--- src/rtl/rect_fill_writer.sv ---
// Rectangle fill generator: clips a rectangle to the frame and streams one pixel write per cycle.
// Optional macro RECT_OUTLINE_EN adds an `outline` input that restricts writes to the border.
module rect_fill_writer #(
    parameter int FB_W    = 160,
    parameter int FB_H    = 120,
    parameter int ADDR_W  = 15,
    parameter int COLOR_W = 24
) (
    input  logic               clk,
    input  logic               rst,
    input  logic               start,
    input  logic [9:0]         x0,
    input  logic [9:0]         y0,
    input  logic [9:0]         w,
    input  logic [9:0]         h,
    input  logic [COLOR_W-1:0] color,
    input  logic               stall,
`ifdef RECT_OUTLINE_EN
    input  logic               outline,
`endif
    output logic [ADDR_W-1:0]  wr_addr,
    output logic [COLOR_W-1:0] wr_data,
    output logic               wr_en,
    output logic               busy,
    output logic               done
);

    typedef enum logic [1:0] {IDLE, CLIP, FILL, FINISH} state_t;

    state_t             state_reg;
    logic [9:0]         x0_reg, y0_reg, w_reg, h_reg;
    logic [COLOR_W-1:0] color_reg;
    logic [9:0]         x_reg, y_reg, x_end_reg, y_end_reg;
    logic [ADDR_W-1:0]  row_base_reg;
    logic [ADDR_W-1:0]  wr_addr_reg;
    logic [COLOR_W-1:0] wr_data_reg;
    logic               wr_en_reg, busy_reg, done_reg;
    logic               outline_active;

`ifdef RECT_OUTLINE_EN
    logic outline_reg;
    assign outline_active = outline_reg;
`else
    assign outline_active = 1'b0;
`endif

    // Clip arithmetic: 11-bit sums so x0+w cannot wrap before the compare.
    logic [10:0]       x_sum, y_sum;
    logic [9:0]        x_end_c, y_end_c;
    logic              empty_c;
    logic [ADDR_W-1:0] row_base_c;

    assign x_sum      = {1'b0, x0_reg} + {1'b0, w_reg};
    assign y_sum      = {1'b0, y0_reg} + {1'b0, h_reg};
    assign x_end_c    = (x_sum > 11'(FB_W)) ? 10'(FB_W - 1) : 10'(x_sum - 11'd1);
    assign y_end_c    = (y_sum > 11'(FB_H)) ? 10'(FB_H - 1) : 10'(y_sum - 11'd1);
    assign empty_c    = (w_reg == 10'd0) || (h_reg == 10'd0) ||
                        (x0_reg >= 10'(FB_W)) || (y0_reg >= 10'(FB_H));
    assign row_base_c = ADDR_W'(y0_reg) * ADDR_W'(FB_W);

    // Walk control; interior outline rows skip straight from the left to the right edge.
    logic              last_col, last_row, border_row, jump_c;
    logic [ADDR_W-1:0] pix_addr;

    assign last_col   = (x_reg == x_end_reg);
    assign last_row   = (y_reg == y_end_reg);
    assign border_row = (y_reg == y0_reg) || last_row;
    assign jump_c     = outline_active && !border_row && (x_reg == x0_reg) && !last_col;
    assign pix_addr   = row_base_reg + ADDR_W'(x_reg);

    always_ff @(posedge clk) begin
        if (rst) begin
            state_reg    <= IDLE;
            x0_reg       <= '0;
            y0_reg       <= '0;
            w_reg        <= '0;
            h_reg        <= '0;
            color_reg    <= '0;
            x_reg        <= '0;
            y_reg        <= '0;
            x_end_reg    <= '0;
            y_end_reg    <= '0;
            row_base_reg <= '0;
            wr_addr_reg  <= '0;
            wr_data_reg  <= '0;
            wr_en_reg    <= 1'b0;
            busy_reg     <= 1'b0;
            done_reg     <= 1'b0;
`ifdef RECT_OUTLINE_EN
            outline_reg  <= 1'b0;
`endif
        end else begin
            wr_en_reg <= 1'b0;
            done_reg  <= 1'b0;
            case (state_reg)
                IDLE: begin
                    if (start) begin
                        x0_reg    <= x0;
                        y0_reg    <= y0;
                        w_reg     <= w;
                        h_reg     <= h;
                        color_reg <= color;
`ifdef RECT_OUTLINE_EN
                        outline_reg <= outline;
`endif
                        busy_reg  <= 1'b1;
                        state_reg <= CLIP;
                    end
                end
                CLIP: begin
                    if (empty_c) begin
                        state_reg <= FINISH;
                    end else begin
                        x_reg        <= x0_reg;
                        y_reg        <= y0_reg;
                        x_end_reg    <= x_end_c;
                        y_end_reg    <= y_end_c;
                        row_base_reg <= row_base_c;
                        state_reg    <= FILL;
                    end
                end
                FILL: begin
                    if (!stall) begin
                        wr_en_reg   <= 1'b1;
                        wr_addr_reg <= pix_addr;
                        wr_data_reg <= color_reg;
                        if (last_col && last_row) begin
                            state_reg <= FINISH;
                        end else if (last_col) begin
                            x_reg        <= x0_reg;
                            y_reg        <= y_reg + 10'd1;
                            row_base_reg <= row_base_reg + ADDR_W'(FB_W);
                        end else if (jump_c) begin
                            x_reg <= x_end_reg;
                        end else begin
                            x_reg <= x_reg + 10'd1;
                        end
                    end
                end
                FINISH: begin
                    done_reg  <= 1'b1;
                    busy_reg  <= 1'b0;
                    state_reg <= IDLE;
                end
                default: state_reg <= IDLE;
            endcase
        end
    end

    assign wr_addr = wr_addr_reg;
    assign wr_data = wr_data_reg;
    assign wr_en   = wr_en_reg;
    assign busy    = busy_reg;
    assign done    = done_reg;

endmodule

--- config.mk ---
export PLATFORM = sky130hd
export DESIGN_NAME = rect_fill_writer
export DESIGN_NICKNAME = d
export VERILOG_FILES = /design/src/rtl/rect_fill_writer.sv
export SDC_FILE = /design/constraint.sdc
export NUM_CORES = 1
export LEC_CHECK = 0
export CAP_MARGIN = 10
export CORE_MARGIN = 2
export CORE_UTILIZATION = 50
export CTS_BUF_LIST = sky130_fd_sc_hd__clkbuf_2
export DETAILED_ROUTE_END_ITERATION = 7
export PLACE_DENSITY = 0.79
export SLEW_MARGIN = 30
export SYNTH_ARGS = -nofsm -noshare
export SYNTH_HDL_FRONTEND = slang
export SYNTH_SLANG_ARGS = --single-unit
--- constraint.sdc ---
create_clock -name clk -period 2.48 [get_ports clk]
set_input_delay 0.248 -clock clk [delete_from_list [all_inputs] [get_ports clk]]
set_output_delay 0.248 -clock clk [all_outputs]
set_load 0.01 [all_outputs]
==> reports/metrics.csv <==
stage;metric;value;unit
synthesis;largest family of logic cells by synthesized area;compound AO/OA/AOI/OAI gates;
placement;HPWL after detailed placement;15100;µm
synthesis;total nets after synthesis;1147;
synthesis;Synth Area in XOR/XNOR;6.05;%
synthesis;Distinct cells, synth;73;
synthesis;post-synthesis compound-gate area fraction;21.8;%
timing;Least-Margin Pin Slew;556;ps
die;die width;132;µm
timing;RSZ-0062 raised after global routing;yes;
timing;minimum clock period after layout;2470;ps
die;Die ar.;17500;µm²
die;Initial Util;51.4;%
layout;layout cell share with drive strength beyond 1;12.0;%
detailed_routing;DRT iter0 DRCs;676;
detailed_routing;DR DRC count;0;
setup_path;Worst EP arrival;3190;ps
layout;final non-filler cell area;10800;µm²
layout;Area growth, synth to finish;31.7;%
setup_path;CP Class;reg2reg;
grt;vias in the first global route;7830;
clocking;worst skew pair latency;810;ps
timing;Final Skew;39.5;ps
layout;fin nets;1328;
placement;IO buf count;109;
clocking;CTS sink cnt;158;
timing;max-slew violations;0;
clocking;CTS tree;built;
placement;Final GP Congestion;0.860;
timing;Fmax;405;MHz
placement;Placed Area;9790;µm²
status;outcome;complete, no violations;
detailed_routing;Detailed Route WL;23100;µm
layout;Seq. cell area;3180;µm²
timing;Setup TNS;0;ps
clocking;Root Buffer;clkbuf_2;
layout;multi-input logic area;4870;µm²
synthesis;Synth area leader;dfxtp_1;
die;row count;46;
grt;global-route wire length before repair;37900;µm
synthesis;number of flops mapped to enable cells by yosys;0;
die;core area;16000;µm²
clocking;Clock transition at path regs;230;ps
setup_path;CP Launch Type;flip-flop;
synthesis;largest cells by area after synthesis;dfxtp_1 (38%), nand2_1 (10%), a21oi_1 (9.8%), ha_1 (7.3%), xor2_1 (3.0%);
detailed_routing;routed via count;8073;
setup_path;worst endpoint required time;3200;ps
synthesis;cells after synthesis;1028;
synthesis;Synth Area in Adders;8.03;%
grt;initial antenna violation count;2;
grt;largest net degree at the start of global routing;71;
synthesis;mapped cell area;8230;µm²
pwr;reported leakage power;4.18;nW
clocking;H-tree Lvls;4;
synthesis;#FFs+latches synth;158;
synthesis;area share of the largest cell type after synthesis;38.4;%
timing;Relative slew margins;62.9;%
synthesis;Avg Cell Area, Syn;8.01;µm²
detailed_routing;1st-pass router iterations;5;
layout;filler cell count;1296;
detailed_routing;Final ANT Viol Nets;0;
setup_path;Setup crit end kind;flip-flop;
pwr;total power draw;0.00942;W
synthesis;Yosys warning total;0;
clocking;clock buffer depth;2;
die;Die Span Y;132;µm
setup_path;Worst Path Max Fanout;8;
timing;final hold vios;0;
detailed_routing;wire per inst;16.0;µm
synthesis;Synth Area in Simple Gates;21.0;%
setup_path;flop2flop setup slack;9;ps
hold_path;min-delay worst type;in2reg;
grt;GR Overflow Total;0;
clocking;Num CTS Buffers;17;
synthesis;sequential area share after synthesis;38.4;%
layout;Post-Route Utilization;67.7;%
pwr;PwrDens;869;nW/µm²
die;Ports;110;
pwr;Max VDD drop;432;µV
synthesis;Async S/R FF share, synth;0;%
synthesis;post-synthesis mux area share;0.380;%
timing;Setup Viol. Count Final;0;
run;Max Cap Viol;0;
timing;Period Utilization, post-route;99.6;%
synthesis;Top FF cell, synth;dfxtp_1;
detailed_routing;vias per inst;5.61;
grt;GRT Resource Usage Total;26.6;%
## cell usage in the layout (no fill, tap or decap), types with 4 or more instances in the layout
master / n
xnor2_1: 27
nor2_1: 41
clkdlybuf4s50_1: 108
inv_1: 30
nor4_1: 9
o31ai_1: 7
o211ai_1: 9
inv_6: 4
nor2b_1: 6
nand2_1: 227
a21o_1: 8
nor3b_1: 4
nor3_1: 19
o32ai_1: 7
or3_1: 4
dfxtp_1: 148
o21bai_1: 4
nand4_1: 9
a211oi_1: 7
ha_1: 47
and3_1: 7
dfxtp_2: 10
a311oi_1: 4
a221oi_2: 9
o21ai_0: 27
nand2b_1: 5
buf_4: 43
dlygate4sd3_1: 62
xor2_1: 28
and2_1: 5
nand3_1: 21
a21oi_2: 7
a21oi_1: 156
buf_12: 5
clkbuf_2: 19
o21ai_1: 6
## metrics by stage
step	setup slack [ps]	hold slack [ps]	instances
6_report	8.68	42.4	1440
5_1_grt	-121	31.3	1440
4_1_cts	-4.60	0.955	1435
3_5_place_dp	-53.7	444	1341
3_3_place_gp	8.66	436	1341
2_1_floorplan	4.46	384	1028
## final timing paths
kind,startpoint,depth (start not counted),end
max reg2reg,w_reg[0],11,x_end_reg[6]
min reg2reg,color_reg[4],2,wr_data[4]
max,w_reg[0],11,x_end_reg[6]
min,color[22],3,color_reg[22]
## power breakdown
part,internal [W],switching (W),total (W)
registers,0.00296,0.000418,0.00338
logic,0.00194,0.00254,0.00448
clock network,0.000579,0.000979,0.00156
total,0.00548,0.00394,0.00942
## Yosys cell counts, types with 11 or more instances
cell type and number:
ha_1 48, nand3_1 21, a21oi_1 161, buf_1 11, clkbuf_1 38, dfxtp_1 158, inv_1 31, o21ai_0 29
xnor2_1 27, nor2_1 42, nand2_1 228, nor3_1 21, xor2_1 28
## per-layer routing
layer | GRT usage, % | vias up | share of wire (%)
met5 | 0 | - | 0
met4 | 10.6 | 0 | 3.2
met3 | 4.58 | 58 | 4.1
met2 | 47.0 | 220 | 51
met1 | 32.1 | 3824 | 42
li1 | - | 3971 | -
## what timing repair did
item | 4_1_cts | 5_1_grt
hold buffers | 62 | 0
hold endpoints to repair | 65 | 0
pin swaps | 3 | 13
endpoints found under the setup margin | 15 | 27
buffers inserted | 0 | 3
gates resized for setup | 9 | 35
## critical path: stages, from the launching register on
cell and delay, ps:
dfxtp_2 400, ha_4 140, inv_2 40, fa_2 360, nand2b_4 170, a21oi_4 140
buf_6 110, o31a_1 180, o22ai_2 80, mux2_4 320, o211a_4 190, a32o_1 270
## final cells by class
cell class                      instances  area share (%)
Tap cell                              216            2.49
Clock inverter                         13            1.50
Clock buffer                           19           0.877
Timing Repair Buffer                  219            19.7
Inverter                               32            1.11
Antenna cell                            2          0.0462
Multi-Input combinational cell        781            45.0
Sequential cell                       158            29.3
## cell families (layout without fill, tap and decap cells)
family | after synthesis | in the layout
adders and majority gates | 51 | 51
buffers and inverters | 89 | 283
muxes | 3 | 3
other | 0 | 2
DFF | 158 | 158
xor gates and xnor gates | 56 | 56
AOI/OAI and AO/OA | 288 | 288
and+or+nand+nor | 383 | 383
(Power assumes the default switching activity.)
